--- src/rtl/maj_bist_pkg.sv ---
// Shared definitions for the majority-network BIST driver: FSM encodings,
// the default 51-bit LFSR feedback mask and the popcount width helper.
package maj_bist_pkg;

  typedef logic [2:0] state_t;

  localparam state_t ST_IDLE   = 3'd0;
  localparam state_t ST_APPLY  = 3'd1;
  localparam state_t ST_SETTLE = 3'd2;
  localparam state_t ST_CHECK  = 3'd3;
  localparam state_t ST_FINISH = 3'd4;

  // x^51 + x^6 + x^3 + x + 1; the x^51 term is implied by the MSB shift-out.
  localparam logic [50:0] TAPS51 = 51'h4B;

  function automatic int popw(input int n);
    return (n < 1) ? 1 : $clog2(n + 1);
  endfunction

endpackage

--- src/rtl/maj_popcount_ref.sv ---
// Combinational majority reference: y_ref = popcount(x) >= THRESH, unsigned.
module maj_popcount_ref
  import maj_bist_pkg::*;
#(
  parameter int N      = 51,
  parameter int THRESH = (N + 1) / 2
) (
  input  logic [N-1:0] x,
  output logic         y_ref
);

  localparam int PW = popw(N);

  logic [PW-1:0] cnt;

  // Written as a flat sum; synthesis rebalances it into an adder tree.
  always_comb begin
    cnt = '0;
    for (int i = 0; i < N; i++) begin
      cnt = cnt + PW'(x[i]);
    end
  end

  assign y_ref = (cnt >= PW'(THRESH));

endmodule

--- src/rtl/maj_bist_driver.sv ---
// Stimulus-and-check engine for a combinational N-input majority network:
// drives x_out, waits SETTLE_CYC cycles, samples y_in against a popcount reference.
module maj_bist_driver
  import maj_bist_pkg::*;
#(
  parameter int             N          = 51,
  parameter int             THRESH     = (N + 1) / 2,
  parameter int             SETTLE_CYC = 2,
  parameter logic [N-1:0]   LFSR_TAPS  = N'(TAPS51),
  parameter logic [N-1:0]   LFSR_SEED  = N'(1),
  parameter int             ERR_W      = 16
) (
  input  logic             clk,
  input  logic             rst_n,
  input  logic             start,
  input  logic             mode,
  input  logic [31:0]      num_vectors,
  output logic [N-1:0]     x_out,
  input  logic             y_in,
  output logic             busy,
  output logic             done,
  output logic             pass,
  output logic [ERR_W-1:0] err_count,
  output logic             first_fail_valid,
  output logic [N-1:0]     first_fail_vec,
  output state_t           dbg_state
);

  localparam int           SW       = (SETTLE_CYC > 1) ? $clog2(SETTLE_CYC) : 1;
  localparam logic [N-1:0] SEED_EFF = (LFSR_SEED == '0) ? N'(1) : LFSR_SEED;

  state_t        state;
  logic [N-1:0]  gen;
  logic [N-1:0]  gen_next;
  logic [31:0]   remaining;
  logic [SW-1:0] settle_cnt;
  logic          mode_q;
  logic          y_ref;

  maj_popcount_ref #(
    .N      (N),
    .THRESH (THRESH)
  ) u_ref (
    .x     (x_out),
    .y_ref (y_ref)
  );

  // Galois LFSR never reaches zero from a nonzero seed; counter wraps mod 2^N.
  always_comb begin
    gen_next = gen + N'(1);
    if (mode_q) begin
      gen_next = (gen << 1) ^ (gen[N-1] ? LFSR_TAPS : '0);
    end
  end

  always_ff @(posedge clk or negedge rst_n) begin
    if (!rst_n) begin
      state            <= ST_IDLE;
      gen              <= '0;
      remaining        <= '0;
      settle_cnt       <= '0;
      mode_q           <= 1'b0;
      x_out            <= '0;
      done             <= 1'b0;
      pass             <= 1'b0;
      err_count        <= '0;
      first_fail_valid <= 1'b0;
      first_fail_vec   <= '0;
    end else begin
      done <= 1'b0;
      case (state)
        ST_IDLE: begin
          if (start) begin
            err_count        <= '0;
            first_fail_valid <= 1'b0;
            first_fail_vec   <= '0;
            pass             <= 1'b0;
            mode_q           <= mode;
            gen              <= mode ? SEED_EFF : '0;
            remaining        <= num_vectors;
            state            <= (num_vectors == 32'd0) ? ST_FINISH : ST_APPLY;
          end
        end
        ST_APPLY: begin
          x_out      <= gen;
          settle_cnt <= SW'(SETTLE_CYC - 1);
          state      <= ST_SETTLE;
        end
        ST_SETTLE: begin
          if (settle_cnt == '0) begin
            state <= ST_CHECK;
          end else begin
            settle_cnt <= settle_cnt - SW'(1);
          end
        end
        ST_CHECK: begin
          if (y_in != y_ref) begin
            if (err_count != '1) begin
              err_count <= err_count + ERR_W'(1);
            end
            if (!first_fail_valid) begin
              first_fail_valid <= 1'b1;
              first_fail_vec   <= x_out;
            end
          end
          gen       <= gen_next;
          remaining <= remaining - 32'd1;
          state     <= (remaining == 32'd1) ? ST_FINISH : ST_APPLY;
        end
        ST_FINISH: begin
          done  <= 1'b1;
          pass  <= (err_count == '0);
          state <= ST_IDLE;
        end
        default: state <= ST_IDLE;
      endcase
    end
  end

  assign busy      = (state != ST_IDLE);
  assign dbg_state = state;

endmodule

--- config.mk ---
export PLATFORM = sky130hd
export DESIGN_NAME = maj_bist_driver
export DESIGN_NICKNAME = d
export VERILOG_FILES = /design/src/rtl/maj_bist_pkg.sv /design/src/rtl/maj_popcount_ref.sv /design/src/rtl/maj_bist_driver.sv
export SDC_FILE = /design/constraint.sdc
export NUM_CORES = 1
export LEC_CHECK = 0
export CAP_MARGIN = 40
export CELL_PAD_IN_SITES_DETAIL_PLACEMENT = 2
export CELL_PAD_IN_SITES_GLOBAL_PLACEMENT = 2
export CORE_MARGIN = 2
export CORE_UTILIZATION = 35
export DETAILED_ROUTE_END_ITERATION = 16
export PLACE_DENSITY = 0.82
export REMOVE_ABC_BUFFERS = 1
export SLEW_MARGIN = 20
export SYNTH_ARGS = -nofsm -noshare
export SYNTH_HDL_FRONTEND = slang
export SYNTH_SLANG_ARGS = --single-unit
--- constraint.sdc ---
create_clock -name clk -period 8.65 [get_ports clk]
set_clock_uncertainty 0.05 [all_clocks]
set_input_delay 1.73 -clock clk [delete_from_list [all_inputs] [get_ports clk]]
set_output_delay 1.73 -clock clk [all_outputs]
set_load 0.05 [all_outputs]
==> results_dict.tcl <==
set metrics [dict create \
    timing.rr.start "x_out[0]$_DFFE_PN0P_" \
    synth.ff_latch_count 209 \
    max_capacitance_violation_count 0 \
    timing.final.ws_setup_ps 1190 \
    diodes 0 \
    final_max_slew_viol_count 0 \
    worstPathArrival_ps 7820 \
    layout.cell_area.non_filler_sq_um 14400 \
    numCtsBuffers 26 \
    drt_drc_violations_left 0 \
    grt_max_degree 91 \
    hold_viol_final 0 \
    chipWidth_microns 185 \
    cpLargestDelayFamily "adder cells" \
    path_category_of_the_worst_min_delay_check "reg2reg" \
    synth.largest_area_cell "dfrtp_1" \
    rsz0062_at_grt "no" \
    regToRegEndpoint "first_fail_vec[32]$_DFFE_PN0P_" \
    powerDensity_nw_per_um2 337 \
    tritoncts_num_sinks 209 \
    grt_antenna_before_repair 0 \
    run_status "completed" \
    h_tree_levels 1 \
    max_clock_freq_mhz 134 \
    setup.reg_to_reg.worst_slack_ps 1190 \
    detail_route.wl_per_cell_microns 22.0 \
    total_leakage_power_nw 6.04 \
    chipHeight_microns 185 \
    place_hpwl_microns 27700 \
    synth-compound-area-share_pct 19.5 \
    ctsLongestPathBuffers 3 \
    crit_path_frequent_cell "fa_1" \
    total_of_warnings_raised_by_yosys 0 \
    setup_viol 0 \
    worst_setup_path_end_kind "flop" \
    synth_top_family_by_area "compound AO/OA/AOI/OAI gates" \
    place_worst_setup_slack_ps 901 \
    synthMuxAreaShare_pct 2.52 \
    dr_vias_cell 5.65 \
    sequential_fraction_of_the_synthesis_area_pct 45.6 \
    worst-r2r-cell-count 21 \
    critical_path.max_fanout 51 \
    slew-limit-headroom_pct 42.5 \
    slew_of_the_pin_with_the_lowest_slew_margin_ps 860 \
    period_minus_slack_ps 7460 \
    grt-ovfl-total 0 \
    core.rowCount 66 \
    grt_first_pass_wirelength_microns 64300 \
    clock_tree_from_tritoncts "built" \
    synth_simple_gate_area_share_pct 16.7 \
    vdd.ir_drop.worst_v 0.000149 \
    placement.cell_area_sq_um 13500 \
    syn2layout_area_growth_pct 25.9 \
    critical_path_required_ps 9010 \
    post-cts-setup-buffers 0 \
    clkLatencyLatePin_ps 540 \
    clock_transition_at_path_regs_ps 60 \
    ys_dominant_reg_cell "dfrtp_1" \
    total_power_w 0.00485 \
    drt_iter0_markers 465 \
    fp.dieArea_sq_um 34200 \
    hold_path_depth 1 \
    gr-usage-all-layers_pct 23.7 \
    coreArea_sq_um 32400 \
    worstSetupPathType "reg2reg" \
    final_min_period_over_clock_period_pct 86.3 \
    routed_wirelength_microns 39600 \
    first_pass_iters 5 \
    place.gp.congestion 0.769 \
    netlist_top_cells_area "dfrtp_1, fa_1, o21ai_0" \
    area.sequential_sq_um 5230 \
    postSynthCellCount 1202 \
    worstHoldStart "first_fail_vec[31]$_DFFE_PN0P_" \
    synth_xor_xnor_area_share_pct 0.764 \
    nNetsFinal 1429 \
    ctsResizeCount 0 \
    critPathSlowestCell "fa_1" \
    syn_area_per_cell_sq_um 9.53 \
    buffer_ports.inserted 161 \
    clock_root_buffer_master "clkbuf_16" \
    syn-cell-area_sq_um 11500 \
    holdBufCountCts 0 \
    number_of_flops_mapped_to_enable_cells_by_yosys 0 \
    path_cells "ha_1, inv_1, fa_1, fa_1, fa_1, fa_1, fa_1, fa_1, fa_1, inv_1, ha_1, inv_1, fa_1, a2bb2oi_1, o221ai_1, a211o_1, nor3_1, a211o_1, nor3_2, buf_4, a22o_1" \
    dr_total_vias 10147 \
    fill_cells 3461 \
    multi_input_comb_area_sq_um 5580 \
    asyncSetResetFlopFracSynth_pct 100 \
    critPathLaunchType "flop" \
    min_to "first_fail_vec[31]$_DFFE_PN0P_" \
    drt_antenna_net_count 0 \
    top_level_ports 162 \
    vias_in_the_first_global_route 11124 \
    final_util_pct 44.6 \
    ys_types 66 \
    floorplan.initialDensity_pct 35.4 \
    startpoint_of_the_most_critical_setup_path "x_out[0]$_DFFE_PN0P_" \
    holdWs_ps 448 \
    final_layout_size_suffix_gt1_share_pct 8.12 \
    worst-path-buf-inv 4 \
    slowest_delay_ps 570 \
    synth_top_area_share_pct 45.6 \
    yosys.area_share.adder_pct 8.97 \
]
-- per-layer routing --
metal  part of all wire (%)  global-route usage (%)
met1                     46                    32.5
met2                     49                    41.2
met3                    3.5                    2.42
met4                    1.3                    4.10
met5                      0                       0
-- sequential cells by signal (all words and copies together), names as in the netlist, 3 cells and up --
name	flops
first_fail_vec	51
gen	51
x_out	51
remaining	32
err_count	16
dbg_state	3
-- through the flow --
step                      setup TNS, ps  instances
after floorplan                  -29760       1127
after global placement                0       1743
after detailed placement              0       1746
after CTS                             0       1794
after global routing                  0       1797
final                                 0       1797
-- synth_stat cells, drive strengths merged, types with 4 or more instances --
master  count
dfrtp     209
nand2     116
o21ai     115
inv       105
clkbuf     71
nor2       70
a22o       58
nand3      49
a21oi      43
fa         42
nor3       38
mux2       23
nor4       22
nand4      19
a22oi      17
and3       17
ha         15
or3        15
a221o      13
a31oi      12
o211ai     12
or4         9
a211oi      8
o31ai       8
a21o        7
o311ai      7
nand2b      6
or2         6
o22ai       5
xnor2       5
xor2        5
a311oi      4
a32oi       4
and2        4
buf         4
o21bai      4
-- logic make-up (layout without fill, tap and decap cells) --
group | after synthesis | after routing
flip-flops | 209 | 209
buffers and inverters | 180 | 333
XOR/XNOR | 10 | 10
AND/OR/NAND/NOR | 387 | 387
multiplexers | 26 | 26
AO/OA/AOI/OAI | 333 | 333
adder cells (fa/ha/maj) | 57 | 57
-- layout make-up --
cell class                      count  share of cell area, %
Clock inverter                     12                  0.711
Tap cell                          442                   3.83
Multi-Input combinational cell    813                   38.7
Timing Repair Buffer              180                   12.4
Sequential cell                   209                   36.3
Inverter                          105                   2.73
Clock buffer                       36                   5.34
-- cell usage in the layout (no fill, tap or decap), types with 19 or more instances in the layout --
master | netlist | routed
a21oi_1 | 43 | 43
a22o_1 | 58 | 58
clkbuf_16 | 0 | 27
clkdlybuf4s50_1 | 0 | 160
dfrtp_1 | 209 | 208
fa_1 | 42 | 42
inv_1 | 105 | 105
mux2_2 | 23 | 23
nand2_1 | 116 | 116
nand3_1 | 49 | 49
nand4_1 | 19 | 19
nor2_1 | 70 | 68
nor3_1 | 37 | 36
nor4_1 | 22 | 22
o21ai_0 | 114 | 114
-- where the power goes --
part | internal [W] | leakage [nW] | total, W | switching [W]
logic | 0.000811 | 2.80 | 0.00230 | 0.00149
clock network | 0.000652 | 0.422 | 0.00111 | 0.000453
registers | 0.00118 | 2.82 | 0.00145 | 0.000272
-- how the worst max path moves through the flow --
stage	endpoint	slack, ps	cells past startpoint
after floorplan	first_fail_vec[0]$_DFFE_PN0P_	-580	20
after global placement	err_count[11]$_DFFE_PN0P_	1140	20
after detailed placement	err_count[3]$_DFFE_PN0P_	900	20
after CTS	err_count[3]$_DFFE_PN0P_	820	20
after global routing	first_fail_vec[32]$_DFFE_PN0P_	820	21
final	first_fail_vec[32]$_DFFE_PN0P_	1190	21
Power figures use the tool's default switching activity.
